<file path="src/rtl/mem_bus_arbiter.sv">
// ---------------------------------------------------------------------------
// mem_bus_arbiter
//
// Purpose:
//   Two-master round-robin arbiter that shares the single core-side memory bus
//   in front of memory_controller. Master 0 is the core. Master 1 is a second
//   requester such as DMA or debug. Each master sees the same busy-rise /
//   busy-fall handshake the core already uses. Transactions are atomic: once a
//   master is granted, the other master has no effect on the bus until the
//   granted transfer has released.
//
// Ports:
//   clock, reset          system clock, synchronous active-high reset
//   mN_rd_en, mN_wr_en    master N read / write request (N = 0, 1)
//   mN_byte_en            master N byte enables
//   mN_addr, mN_wr_data   master N address and write data
//   mN_rd_data            master N read data, registered at completion
//   mN_busy               master N busy (rises on request, falls on release)
//   mem_rd_en, mem_wr_en  request strobes to memory_controller
//   mem_byte_en           byte enables to memory_controller
//   mem_addr, wr_data     address and write data to memory_controller
//   rd_data, mem_busy     read data and busy from memory_controller
// ---------------------------------------------------------------------------
module mem_bus_arbiter #(
  parameter int DATA_SIZE = 32,
  parameter int BYTE_NUM  = 4,
  parameter int TIMEOUT   = 15
) (
  input  logic                 clock,
  input  logic                 reset,

  input  logic                 m0_rd_en,
  input  logic                 m0_wr_en,
  input  logic [BYTE_NUM-1:0]  m0_byte_en,
  input  logic [DATA_SIZE-1:0] m0_addr,
  input  logic [DATA_SIZE-1:0] m0_wr_data,
  output logic [DATA_SIZE-1:0] m0_rd_data,
  output logic                 m0_busy,

  input  logic                 m1_rd_en,
  input  logic                 m1_wr_en,
  input  logic [BYTE_NUM-1:0]  m1_byte_en,
  input  logic [DATA_SIZE-1:0] m1_addr,
  input  logic [DATA_SIZE-1:0] m1_wr_data,
  output logic [DATA_SIZE-1:0] m1_rd_data,
  output logic                 m1_busy,

  output logic                 mem_rd_en,
  output logic                 mem_wr_en,
  output logic [BYTE_NUM-1:0]  mem_byte_en,
  output logic [DATA_SIZE-1:0] mem_addr,
  output logic [DATA_SIZE-1:0] wr_data,
  input  logic [DATA_SIZE-1:0] rd_data,
  input  logic                 mem_busy
);

  // The access-phase watchdog is a 4-bit counter.
  localparam int CNT_W = 4;
  localparam logic [CNT_W-1:0] LAST_COUNT = CNT_W'(TIMEOUT - 1);

  typedef enum logic [1:0] {
    IDLE,
    ACCESS,
    WAIT,
    RELEASE
  } state_t;

  state_t               r_state;
  state_t               w_nextState;
  logic                 r_grant;
  logic                 w_nextGrant;
  logic                 r_lastGrant;
  logic                 w_nextLastGrant;
  logic [CNT_W-1:0]     r_count;
  logic [CNT_W-1:0]     w_nextCount;
  logic                 w_capture;
  logic [DATA_SIZE-1:0] r_m0RdData;
  logic [DATA_SIZE-1:0] r_m1RdData;

  logic                 w_req0;
  logic                 w_req1;
  logic                 w_reqGrant;
  logic                 w_selRdEn;
  logic                 w_selWrEn;
  logic [BYTE_NUM-1:0]  w_selByteEn;
  logic [DATA_SIZE-1:0] w_selAddr;
  logic [DATA_SIZE-1:0] w_selWrData;

  // A master is requesting whenever either of its strobes is high.
  assign w_req0 = m0_rd_en | m0_wr_en;
  assign w_req1 = m1_rd_en | m1_wr_en;

  // Select the granted master's bus fields. Only the granted master ever
  // reaches the memory side, so the other master cannot disturb a transfer.
  always_comb begin
    w_reqGrant  = w_req0;
    w_selRdEn   = m0_rd_en;
    w_selWrEn   = m0_wr_en;
    w_selByteEn = m0_byte_en;
    w_selAddr   = m0_addr;
    w_selWrData = m0_wr_data;
    if (r_grant) begin
      w_reqGrant  = w_req1;
      w_selRdEn   = m1_rd_en;
      w_selWrEn   = m1_wr_en;
      w_selByteEn = m1_byte_en;
      w_selAddr   = m1_addr;
      w_selWrData = m1_wr_data;
    end
  end

  // State, grant and watchdog registers. Reset leaves last_grant pointing at
  // master 1 so that the core wins the very first contested arbitration.
  always_ff @(posedge clock) begin
    if (reset) begin
      r_state     <= IDLE;
      r_grant     <= 1'b0;
      r_lastGrant <= 1'b1;
      r_count     <= '0;
    end else begin
      r_state     <= w_nextState;
      r_grant     <= w_nextGrant;
      r_lastGrant <= w_nextLastGrant;
      r_count     <= w_nextCount;
    end
  end

  // Next-state and bus output logic.
  // IDLE arbitrates; a contested request goes to the master that did not win
  // last time. ACCESS waits for the slave to accept (busy rise), may be
  // abandoned by the granted master, and gives up after TIMEOUT cycles. WAIT
  // cannot be abandoned because the slave has already started. RELEASE is the
  // single cycle in which the granted master sees its busy fall; the strobes
  // are dropped there so the slave does not see a second request.
  always_comb begin
    w_nextState     = r_state;
    w_nextGrant     = r_grant;
    w_nextLastGrant = r_lastGrant;
    w_nextCount     = r_count;
    w_capture       = 1'b0;
    mem_rd_en       = 1'b0;
    mem_wr_en       = 1'b0;
    mem_byte_en     = '0;
    mem_addr        = '0;
    wr_data         = '0;

    case (r_state)
      IDLE: begin
        w_nextCount = '0;
        if (w_req0 || w_req1) begin
          if (w_req0 && w_req1) begin
            w_nextGrant = ~r_lastGrant;
          end else begin
            w_nextGrant = w_req1;
          end
          w_nextLastGrant = w_nextGrant;
          w_nextState     = ACCESS;
        end
      end

      ACCESS: begin
        mem_rd_en   = w_selRdEn;
        mem_wr_en   = w_selWrEn;
        mem_byte_en = w_selByteEn;
        mem_addr    = w_selAddr;
        wr_data     = w_selWrData;
        if (mem_busy) begin
          w_nextState = WAIT;
          w_nextCount = '0;
        end else if (!w_reqGrant) begin
          w_nextState = IDLE;
          w_nextCount = '0;
        end else if (r_count == LAST_COUNT) begin
          w_nextState = RELEASE;
          w_nextCount = '0;
          w_capture   = 1'b1;
        end else begin
          w_nextCount = r_count + CNT_W'(1);
        end
      end

      WAIT: begin
        mem_rd_en   = w_selRdEn;
        mem_wr_en   = w_selWrEn;
        mem_byte_en = w_selByteEn;
        mem_addr    = w_selAddr;
        wr_data     = w_selWrData;
        if (!mem_busy) begin
          w_nextState = RELEASE;
          w_capture   = 1'b1;
        end
      end

      RELEASE: begin
        mem_byte_en = w_selByteEn;
        mem_addr    = w_selAddr;
        wr_data     = w_selWrData;
        w_nextState = IDLE;
      end

      default: begin
        w_nextState = IDLE;
      end
    endcase
  end

  // Read data capture. The slave's read bus is latched on every completion,
  // writes included, and held until that master's next completion.
  always_ff @(posedge clock) begin
    if (reset) begin
      r_m0RdData <= '0;
      r_m1RdData <= '0;
    end else if (w_capture) begin
      if (r_grant) begin
        r_m1RdData <= rd_data;
      end else begin
        r_m0RdData <= rd_data;
      end
    end
  end

  assign m0_rd_data = r_m0RdData;
  assign m1_rd_data = r_m1RdData;

  // Busy follows the request and drops only in that master's own RELEASE
  // cycle, so a master that is kept waiting simply stays busy. It depends on
  // memory-side inputs only through the registered state.
  assign m0_busy = w_req0 & ~((r_state == RELEASE) & ~r_grant);
  assign m1_busy = w_req1 & ~((r_state == RELEASE) &  r_grant);

endmodule

</file>
<file path="config.mk">
export PLATFORM = sky130hd
export DESIGN_NAME = mem_bus_arbiter
export DESIGN_NICKNAME = d
export VERILOG_FILES = /design/src/rtl/mem_bus_arbiter.sv
export SDC_FILE = /design/constraint.sdc
export NUM_CORES = 1
export LEC_CHECK = 0
export ABC_AREA = 1
export BUFFER_PORTS_ARGS = -buffer_cell sky130_fd_sc_hd__buf_2
export CAP_MARGIN = 0
export CORE_ASPECT_RATIO = 0.7
export CORE_UTILIZATION = 35
export CTS_BUF_LIST = sky130_fd_sc_hd__clkbuf_16
export DETAILED_ROUTE_END_ITERATION = 12
export HOLD_SLACK_MARGIN = 0.02
export PLACE_DENSITY = 0.78
export SLEW_MARGIN = 20
export SYNTH_ARGS = -nofsm -noshare
export SYNTH_HDL_FRONTEND = slang
export SYNTH_SLANG_ARGS = --single-unit
</file>
<file path="constraint.sdc">
create_clock -name clock -period 2 [get_ports clock]
set_input_delay 0.4 -clock clock [delete_from_list [all_inputs] [get_ports clock]]
set_output_delay 0.4 -clock clock [all_outputs]
set_load 0.05 [all_outputs]
</file>
# [Word level (Yosys, flattened, before mapping)]
# Cells that the tools add are included.
[word_totals] out_inout_bits=136 regBits=72 input_bits=175
[op_classes] n_eq_ne=7 n_addsub=1 reduce_logical=10 muxes=27 bitwise_logic=10
[ops] cell="2-to-1 mux 32 bit" count=4
[ops] cell="2-to-1 mux 4 bit" count=5
[ops] cell="2-to-1 mux 1 bit" count=10
[ops] cell="2-to-1 mux 2 bit" count=5
[ops] cell="case mux 2 bit (4 select lines)" count=1
[ops] cell="case mux 4 bit (2 select lines)" count=1
[ops] cell="AND reduction 2 bit" count=3
[ops] cell="adder 4 x 1 -> 4 bit, second input constant" count=1
[ops] cell="AND 1 bit" count=4
[ops] cell="equality test 2 bit, second input constant" count=2
[ops] cell="equality test 4 bit, second input constant" count=1
[ops] cell="!= test 2 bit, second input constant" count=2
[ops] cell="!= test 4 bit, second input constant" count=1
[ops] cell="inverter 1 bit" count=4
[ops] cell="AND reduction 3 bit" count=1
[ops] cell="OR reduction 3 bit" count=1
[ops] cell="equality test 2 x 1 -> 1 bit, second input constant" count=1
[ops] cell="logical NOT 2 bit" count=1
[ops] cell="OR 1 bit" count=2
[ops] cell="case mux 1 bit (2 select lines)" count=1
[ops] cell="nonzero test 2 bit" count=1
[ops] cell="OR reduction 2 bit" count=1
[ops] cell="logical AND 1 bit" count=1
[ops] cell="logical OR 1 bit" count=1

# [Logic depth before layout (Yosys ltp)]
[depth] ltp_word=6 mapped_depth=11 depth_no_buf=10

# [Least setup slack after synthesis]
# OpenSTA, ideal clock, no wires.
[synth_timing] path_type="reg2out" from="reg r_state[0]" to="out mem_wr_en" t_arrival_ps=2000 slack_ps=-400 required_ps=1600 n_path_buf=2 stages_incl_launch_ff=7 path_cell_list="dfxtp_1 > inv_1 > ha_1 > buf_2 > buf_2 > o21ai_0 > nor2_1"
[synth_via] elab_chain_len=3 word_cells_on_any_way=4 classes_between="eq/ne (2); mux (1); reduce/logical (1)"
[synth_lines] element="start: declaration" line="68" source="state_t r_state;"
[synth_lines] element="start signal: assignment" line="121" source="r_state <= w_nextState;"
[synth_lines] element="equality test 2 bit / equality test 2 x 1 -> 1 bit (equally long branches)" line="147" source="case (r_state)"
[synth_lines] element="OR reduction 2 bit (no line) (*)"
[synth_lines] element="2-to-1 mux 1 bit (*)" line="147"
[synth_lines] element="end: declaration" line="49" source="output logic mem_wr_en,"
# Every way passes the cells marked *; elsewhere a longest branch is shown, timed or not.

# [Final worst setup path]
[layout_timing] from="reg r_state[0]" to="out mem_addr[2]"
[layout_via] elab_chain_len=3 word_cells_on_any_way=5 classes_between="eq/ne (3); mux (1); reduce/logical (1)"
[layout_lines] element="equality test 2 bit / equality test 2 x 1 -> 1 bit (equally long branches)" line="147"
[layout_lines] element="OR reduction 3 bit (no line) (*)"
[layout_lines] element="2-to-1 mux 32 bit (*)" line="147"
[layout_lines] element="end: declaration" line="51" source="output logic [DATA_SIZE-1:0] mem_addr,"
# Marks and branches as above.

==> run metrics <==
status finished with violations; failing checks setup timing; via-per-instance ratio 4.782; Max Cap Viol 0; core area 13270 µm²; number of I/O port buffers 310; Hold WS 0.2563 ns; syn avg cell area 5.782 µm²; post-synth top area share 30.07%; Lkg Pwr 4.263 nW; Final Setup Violations 63; #FFs+latches synth 72; critical path capture point type primary output; Layout area overhead 69.59%; global-route wire length before repair 28.72 mm; Root Driver clkbuf_16; worst slew pin tran 0.4525 ns; CP Launch Type flip-flop; clk slew on worst S/H paths 0.06 ns; Ports 311; Max clock buf depth 2; TritonCTS Buffers 9; # clock sinks 72; Post-Route WL 20.38 mm; largest net degree at the start of global routing 67; initial antenna violation count 1; die height 99.91 µm; share of cells above drive strength 1 44.46%; vias in the first global route 5746; Setup Skew 0.005582 ns; min Tclk post-route 2.117 ns; DR iter-0 viols 295; post-DP HPWL 12.79 mm; Arr. time, crit path 1.72 ns; leading area contributor after synthesis dfxtp_1; synthesized netlist net count 1011; Starting Density 36.12%; Worst-Skew Late Latency 0.33 ns; r2r worst-path depth 7; NumNets Final 1315; max_slew headroom 69.83%; Crit Path Max Fanout 7; Mapped Area 4793 µm²; Routed Antenna Nets 0; GPL Wtd Cong 0.9760; Fmax 0.4723 GHz; Die X-Extent 141.9 µm; final slew viol count 0; drt wl/cell 15.40 µm; Netlist cell types 25; maximum vdd drop 1.242 mV; Synth Instances 829; RSZ-0062 raised after global routing yes; type of the worst min-delay path input port to flip-flop; DRC Markers 0; CP Data Required Time 1.60 ns; pwr/cell area 1620 nW/µm²; endpoints failing hold 0; crit share post-route 105.9%; vias 6332; # rows 35; Syn. warnings 0; final core occ 61.26%; Area contributors post-synth dfxtp_1 30%, nor2_1 17%, inv_1 13%, nand2_1 12%, nand4_1 8.6%; final worst slack -0.1175 ns; die area 14170 µm²; DR pass1 iterations 7; post-synthesis sequential area ratio 30.07%; Overflow after GRT 0; critical path type flip-flop to primary output; hold path cells 2; total power 13.17 mW; CTS H-tree lvls 3; Total GRT Usage 25.78%; CTS tree yes
-- path summary, 6_finish.rpt --
| kind | from | end | slack, ns |
|---|---|---|---|
| max | r_state[0] | mem_addr[2] | -0.12 |
| min | reset | r_grant | 0.26 |
| max reg2reg | r_grant | m1_rd_data[17] | 0.14 |
| min reg2reg | r_lastGrant | r_lastGrant | 0.46 |
-- what timing repair did --
item | 4_1_cts | 5_1_grt
cloned | 4 | 6
pin swaps | 24 | 45
hold buffers | 0 | 0
gates resized for setup | 214 | 63
setup buffers | 6 | 9
setup endpoints to repair | 70 | 128
-- stage by stage --
step           cells  cell area (µm²)  setup TNS [ns]  setup slack (ns)
2_1_floorplan    829             5035         -0.1684          -0.08432
3_3_place_gp    1284             6785               0           0.09641
3_5_place_dp    1284             6785               0           0.05326
4_1_cts         1310             7727         -0.8176          -0.04100
5_1_grt         1324             8129          -7.227           -0.1689
6_report        1324             8129          -3.523           -0.1175
-- layer usage --
layer,GRT usage [%],vias up,part of all wire [%]
li1,-,3145,-
met5,0,-,0
met4,11.25,0,2.8
met1,31.88,2843,42
met3,8.302,44,8.9
met2,41.23,300,46
-- critical path, cell delays in order, from the launching register on --
cell     delay (ns)
dfxtp_2        0.36
inv_4          0.06
ha_4           0.17
inv_6          0.07
buf_12         0.15
buf_12         0.15
o21ai_2        0.07
nor2_2         0.17
buf_6          0.18
-- cell families (layout without fill, tap and decap cells) --
kind of cell	Yosys count	count (layout)	share of synthesized area, %
buffers and inverters	229	536	20.39
adders and majority gates	7	7	1.827
xor gates and xnor gates	2	2	0.3655
other	0	1	0
AOI/OAI and AO/OA	78	78	8.196
DFF	72	72	30.07
and+or+nand+nor	441	443	39.15
-- Yosys cell counts --
master	instances
inv_2	6
o21ai_1	1
nor2_2	1
nand2_4	1
nand2_2	1
nand3_4	2
dfxtp_1	72
nor3_1	2
clkbuf_1	27
a21oi_1	5
nand3_1	4
xor2_1	2
o21ai_0	71
nand4_1	66
nor2_1	215
inv_4	1
a211oi_1	1
nand4_2	1
buf_2	11
nand2_1	148
ha_1	7
inv_1	165
buf_6	13
buf_4	1
buf_1	5
-- power by group --
part / internal, mW / switching, mW
registers: 1.57 / 0.0972
clock network: 0.954 / 0.626
logic: 3.55 / 6.37
-- flip-flops by register name, summed over array words and instances (netlist names), named ones only --
| register | cells |
|---|---|
| m0_rd_data | 32 |
| m1_rd_data | 32 |
| r_count | 4 |
| r_grant | 1 |
| r_lastGrant | 1 |
| r_state | 1 |
-- area by class of cell --
cell class / count / area, µm²
fill: 1213 / 5140
inverter: 172 / 658.1
timing repair buffer: 348 / 2590
clock buffer: 9 / 225.2
sequential: 72 / 1448
tap: 185 / 231.5
clock inverter: 7 / 63.81
antenna: 1 / 2.502
multi-input combinational: 530 / 2910
-- layout by cell type, fill, tap and decap left out, drive strengths merged, types with 2 or more instances in the layout --
| cell | count |
|---|---|
| buf | 344 |
| nor2 | 216 |
| inv | 173 |
| nand2 | 150 |
| dfxtp | 72 |
| o21ai | 72 |
| nand4 | 67 |
| clkbuf | 13 |
| nand3 | 8 |
| ha | 7 |
| a21oi | 5 |
| clkinv | 4 |
| nor3 | 2 |
| xor2 | 2 |
(Power assumes the default switching activity.)
